File: src/rtl/fifo_pkg.sv
// Shared FIFO definitions: read-mode selectors and the pointer-width helper
// used by both the single-clock and the dual-clock FIFOs.
package fifo_pkg;

  // Read-side presentation modes
  localparam int unsigned FIFO_MODE_STD  = 0;
  localparam int unsigned FIFO_MODE_FWFT = 1;

  // Pointer width: one extra bit over the RAM index so full and empty are distinguishable
  function automatic int unsigned ptr_width(input int unsigned depth);
    return int'($clog2(depth)) + 1;
  endfunction

endpackage : fifo_pkg

File: src/rtl/fifo_ram.sv
// Simple dual-port storage for the FIFOs: synchronous write, asynchronous read,
// no reset (contents are meaningless until written).
module fifo_ram #(
  parameter int unsigned data_width = 32,
  parameter int unsigned fifo_depth = 8,
  parameter int unsigned addr_width = $clog2(fifo_depth)
) (
  input  logic                  clk,
  input  logic                  w_en,
  input  logic [addr_width-1:0] w_addr,
  input  logic [data_width-1:0] w_data,
  input  logic [addr_width-1:0] r_addr,
  output logic [data_width-1:0] r_data_c
);

  logic [data_width-1:0] mem [fifo_depth];

  // Write port
  always_ff @(posedge clk) begin
    if (w_en) begin
      mem[w_addr] <= w_data;
    end
  end

  // Read port is a plain mux; the top registers the result
  assign r_data_c = mem[r_addr];

endmodule : fifo_ram

File: src/rtl/sync_fifo.sv
// Single-clock FIFO with occupancy count, almost-full/almost-empty thresholds
// and either a registered read or first-word-fall-through presentation.
// Optional sticky overflow/underflow flags are built when SYNC_FIFO_ERR_EN is
// defined; otherwise both ports are tied low.
module sync_fifo
  import fifo_pkg::*;
#(
  parameter int unsigned data_width          = 32,
  parameter int unsigned fifo_depth          = 8,
  parameter int unsigned almost_full_thresh  = fifo_depth - 1,
  parameter int unsigned almost_empty_thresh = 1,
  parameter int unsigned fwft                = FIFO_MODE_STD,
  localparam int unsigned addr_width         = $clog2(fifo_depth)
) (
  input  logic                  clk,
  input  logic                  rst,
  input  logic                  w_en,
  input  logic [data_width-1:0] w_data,
  output logic                  full,
  output logic                  almost_full,
  input  logic                  r_en,
  output logic [data_width-1:0] r_data,
  output logic                  empty,
  output logic                  almost_empty,
  output logic [addr_width:0]   count,
  output logic                  overflow,
  output logic                  underflow
);

  localparam int unsigned ptr_w   = ptr_width(fifo_depth);
  localparam bit          is_fwft = (fwft == FIFO_MODE_FWFT);

  // Registered state
  logic [ptr_w-1:0]      w_ptr_q;
  logic [ptr_w-1:0]      r_ptr_q;
  logic [ptr_w-1:0]      vis_ptr_q;
  logic                  valid_q;
  logic [data_width-1:0] r_data_q;
  logic [ptr_w-1:0]      count_q;
  logic                  full_q;
  logic                  empty_q;
  logic                  af_q;
  logic                  ae_q;

  // Next-state values
  logic [ptr_w-1:0]      w_ptr_d;
  logic [ptr_w-1:0]      r_ptr_d;
  logic                  valid_d;
  logic [data_width-1:0] r_data_d;
  logic [ptr_w-1:0]      count_d;
  logic                  full_d;
  logic                  empty_d;
  logic                  af_d;
  logic                  ae_d;

  logic                  wr_acc;
  logic                  rd_acc;
  logic                  load;
  logic [ptr_w-1:0]      vis_cnt;
  logic                  ram_we;
  logic [data_width-1:0] ram_rd;

  // RAM writes are suppressed during reset so the reset cycle has no side effects
  assign ram_we = wr_acc & ~rst;

  fifo_ram #(
    .data_width (data_width),
    .fifo_depth (fifo_depth),
    .addr_width (addr_width)
  ) u_ram (
    .clk      (clk),
    .w_en     (ram_we),
    .w_addr   (w_ptr_q[addr_width-1:0]),
    .w_data   (w_data),
    .r_addr   (r_ptr_q[addr_width-1:0]),
    .r_data_c (ram_rd)
  );

  // Next pointers, read data and flags, all derived from cycle-start state
  always_comb begin
    wr_acc   = w_en & ~full_q;
    rd_acc   = r_en & ~empty_q;
    vis_cnt  = vis_ptr_q - r_ptr_q;
    load     = 1'b0;
    w_ptr_d  = w_ptr_q + ptr_w'(wr_acc);
    r_ptr_d  = r_ptr_q;
    valid_d  = valid_q;
    r_data_d = r_data_q;
    count_d  = count_q;
    empty_d  = empty_q;

    if (is_fwft) begin
      // Refill the output register when it is free or being popped; the RAM
      // side only sees words written at least one cycle ago (vis_ptr_q)
      load     = (vis_cnt != '0) & (~valid_q | rd_acc);
      r_ptr_d  = r_ptr_q + ptr_w'(load);
      valid_d  = load | (valid_q & ~rd_acc);
      if (load) begin
        r_data_d = ram_rd;
      end
      count_d  = w_ptr_d - r_ptr_d + ptr_w'(valid_d);
      empty_d  = ~valid_d;
    end else begin
      r_ptr_d  = r_ptr_q + ptr_w'(rd_acc);
      if (rd_acc) begin
        r_data_d = ram_rd;
      end
      count_d  = w_ptr_d - r_ptr_d;
      empty_d  = (count_d == '0);
    end

    full_d = (count_d == ptr_w'(fifo_depth));
    af_d   = (count_d >= ptr_w'(almost_full_thresh));
    ae_d   = (count_d <= ptr_w'(almost_empty_thresh));
  end

  // State register with synchronous reset
  always_ff @(posedge clk) begin
    if (rst) begin
      w_ptr_q   <= '0;
      r_ptr_q   <= '0;
      vis_ptr_q <= '0;
      valid_q   <= 1'b0;
      r_data_q  <= '0;
      count_q   <= '0;
      full_q    <= 1'b0;
      empty_q   <= 1'b1;
      af_q      <= 1'b0;
      ae_q      <= 1'b1;
    end else begin
      w_ptr_q   <= w_ptr_d;
      r_ptr_q   <= r_ptr_d;
      vis_ptr_q <= w_ptr_q;
      valid_q   <= valid_d;
      r_data_q  <= r_data_d;
      count_q   <= count_d;
      full_q    <= full_d;
      empty_q   <= empty_d;
      af_q      <= af_d;
      ae_q      <= ae_d;
    end
  end

  assign full         = full_q;
  assign almost_full  = af_q;
  assign empty        = empty_q;
  assign almost_empty = ae_q;
  assign count        = count_q;
  assign r_data       = r_data_q;

`ifdef SYNC_FIFO_ERR_EN
  logic overflow_q;
  logic underflow_q;

  // Sticky error flags: only reset clears them
  always_ff @(posedge clk) begin
    if (rst) begin
      overflow_q  <= 1'b0;
      underflow_q <= 1'b0;
    end else begin
      overflow_q  <= overflow_q  | (w_en & full_q);
      underflow_q <= underflow_q | (r_en & empty_q);
    end
  end

  assign overflow  = overflow_q;
  assign underflow = underflow_q;
`else
  assign overflow  = 1'b0;
  assign underflow = 1'b0;
`endif

endmodule : sync_fifo

File: config.mk
export PLATFORM = sky130hd
export DESIGN_NAME = sync_fifo
export DESIGN_NICKNAME = d
export VERILOG_FILES = /design/src/rtl/fifo_pkg.sv /design/src/rtl/fifo_ram.sv /design/src/rtl/sync_fifo.sv
export SDC_FILE = /design/constraint.sdc
export NUM_CORES = 1
export LEC_CHECK = 0
export CAP_MARGIN = 40
export CORE_MARGIN = 2
export CORE_UTILIZATION = 54
export DETAILED_ROUTE_END_ITERATION = 8
export PLACE_DENSITY_LB_ADDON = 0.05
export SYNTH_ARGS = -nofsm -noshare
export SYNTH_HDL_FRONTEND = slang
export SYNTH_HIERARCHICAL = 1
export SYNTH_SLANG_ARGS = --single-unit
File: constraint.sdc
create_clock -name clk -period 5.5 [get_ports clk]
set_input_delay 1.375 -clock clk [delete_from_list [all_inputs] [get_ports clk]]
set_output_delay 1.375 -clock clk [all_outputs]
set_load 0.02 [all_outputs]
==> reports/metrics.cfg <==
[yosys]
yosysSeqAreaShare_pct = 74.7
synth.distinct_cells = 29
postSynthAreaPerCell_um2 = 19.7
syn_area_mm2 = 0.0116
synth_edf_count = 256
synth_ff_type = edfxtp_1
yosysWarnings = 6
synthArstFlopShare_pct = 0
ys_seq_elements = 304
syn_inst = 587

[clock_network]
cts_tree = yes
cts_setup_buffers = 0
clock_path_buffers = 3
cts_hold_buf = 0
htreeDepth = 1
cts-root-buf = clkbuf_16
clock_latency_ps = 550
cts_resized = 0
cts_sinks = 304
clkTransAtPathRegs_ps = 60
cts_buffers = 31

[die]
core_area_mm2 = 0.0210
initial_utilization_pct = 55.1
rows = 53
die-height_um = 150
io_pins = 78
die_area_mm2 = 0.0226
die_w_um = 150

[global_routing]
track_usage_pct = 19.5
grt_pass1_vias = 5803
antenna_found_initial = 0
grt_start_max_net_pins = 41
grt-ovfl-total = 0
grt_pass1_wl_um = 32900

[finish]
final_cell_area_mm2 = 0.0139
utilization_pct = 66.0
syn2layout_area_growth_pct = 19.8
layout-drive-gt1-share_pct = 19.1
nets = 725
n_antenna_cell = 0

[pwr]
leakage_uw = 0.00450
powerDensity_mw_per_mm2 = 408
max-vdd-ir-drop_mv = 0.277

[route]
ant_nets = 0
drt-wirelength-per-cell_um = 21.6
vias = 5494
routed_wl_um = 21100
drt-pass1-iter-count = 5
via_per_inst = 5.61
dr.first_iter.drc_count = 236
drcViolationCount = 0

[worst_setup_path]
cp_max_fo = 33
crit_path_start_kind = input port
worstReg2RegStart = empty$_SDFF_PP1_
path_class = input port to flop
path_cells = clkdlybuf4s50_1, nand2b_1, inv_1, buf_4, ha_1, ha_1, fa_1, or4_1, o21ai_0
worstSetupPathDepth = 9
startpoint = r_en
r2r_end = almost_full$_SDFF_PP0_
setup.worst_path.end = almost_full$_SDFF_PP0_
end_kind = flop
crit_path_frequent_cell = ha_1
worstRegToRegCells = 8
cp_num_buf_inv = 3
required_ps = 5980
crit_slowest_cell = fa_1
max_stage_delay_ps = 530
critical_path_arrival_ps = 4080
rrSetupSlack_ps = 2810
critical-path-top-delay-family = adder cells

[placement]
gp_congestion = 0.739
numPortBuffers = 75
placed_cell_area_mm2 = 0.0128
dp_hpwl_um = 13000

[timing]
hold_ws_ps = 457
max_clock_freq_ghz = 0.278
rsz0062_at_grt = false
setup-tns-final_ps = 0
worst_pin_slew_ps = 736
slew_viol_final = 0
final.period_utilization_pct = 65.5
setup_viol = 0
relSlewSlack_pct = 51.0
clock_skew_ps = 8.22
period_needed_ps = 3600
final-hold-violation-count = 0

[hold_path]
min_path_type = flop to flop

[status]
status = complete, no violations

[flow_run]
cap_violations = 0

[registers in the layout, indices dropped and copies added, names as in the netlist]
name          flops
almost_empty      1
u_ram/mem       256
r_ptr_q           4
almost_full       1
full              1
count             4
w_ptr_q           4
empty             1
r_data           32
[placed cells by master (no fill, tap or decap), types with 6 or more instances in the layout]
cell	count
clkbuf_1	6
clkdlybuf4s50_1	74
clkinv_2	7
mux4_2	24
mux2_2	32
edfxtp_1	256
nor2_4	6
clkbuf_16	31
nor2_1	10
mux4_1	40
nand2_1	66
buf_16	8
a21oi_1	33
dfxtp_1	45
ha_1	7
buf_4	8
[per-stage QoR]
stage | total power, µW | setup slack, ps | cells
after global placement | 3620 | 1440 | 914
final | 5650 | 1900 | 980
after detailed placement | 3650 | 1340 | 923
after global routing | 5880 | 1820 | 980
after floorplan | 3340 | 1010 | 588
after CTS | 5720 | 1910 | 980
[worst min path at each step]
stage	from	endpoint	slack, ps	cells past startpoint
after detailed placement	r_data[30]$_SDFFE_PP0N_	r_data[30]$_SDFFE_PP0N_	450	2
after CTS	r_data[4]$_SDFFE_PP0N_	r_data[4]$_SDFFE_PP0N_	460	2
after floorplan	r_ptr_q[3]$_SDFF_PP0_	r_ptr_q[3]$_SDFF_PP0_	490	2
after global routing	r_data[11]$_SDFFE_PP0N_	r_data[11]$_SDFFE_PP0N_	480	2
after global placement	r_data[19]$_SDFFE_PP0N_	r_data[19]$_SDFFE_PP0N_	440	2
final	r_data[11]$_SDFFE_PP0N_	r_data[11]$_SDFFE_PP0N_	460	2
[layout make-up]
cell class                 count  area, µm²
multi-input combinational    247       2780
tap                          275        344
fill                        1392       7160
timing repair buffer          92       1050
clock inverter                15        154
inverter                       5       18.8
sequential                   304       8650
clock buffer                  42        867
[tightest hold or removal path: stages (launching register included)]
cell     delay (ps)
dfxtp_1         310
nand2_1          50
a21oi_1          50
[routing by layer]
| layer | global-route usage (%) | part of all wire [%] |
|---|---|---|
| met5 | 0 | 0 |
| met1 | 26.8 | 44 |
| met4 | 5.19 | 1.6 |
| met3 | 3.03 | 4.1 |
| met2 | 32.9 | 50 |
[Yosys cell counts (6+ instances only)]
master    count  area [µm²]
mux2_2       32         360
buf_6         7        78.8
buf_1         6        22.5
mux4_2       24         541
clkbuf_1     10        37.5
mux4_1       40        1050
edfxtp_1    256        7690
ha_1          7        87.6
a21oi_1      33         165
nand2_1      66         248
buf_2         7        35.0
dfxtp_1      48         961
nor2_1       16        60.1
[kinds of logic (layout without fill, tap and decap cells)]
| family | count (synthesis) | after routing | share of synthesized area (%) |
|---|---|---|---|
| AOI/OAI and AO/OA | 37 | 37 | 1.70 |
| and+or+nand+nor | 97 | 97 | 3.46 |
| muxes | 96 | 96 | 16.9 |
| xor gates and xnor gates | 7 | 7 | 0.530 |
| buffers and inverters | 37 | 154 | 1.79 |
| other | 1 | 2 | 0.0324 |
| adders and majority gates | 8 | 8 | 0.929 |
| DFF | 304 | 304 | 74.7 |
[power by group]
group	leakage, µW	switching [µW]	internal [µW]
Sequential	0.00271	81.9	2630
Combinational	0.00129	436	445
Clock	0.000508	819	1240
Total	0.00450	1340	4310
Note: power is estimated with default switching activity, not from simulation.
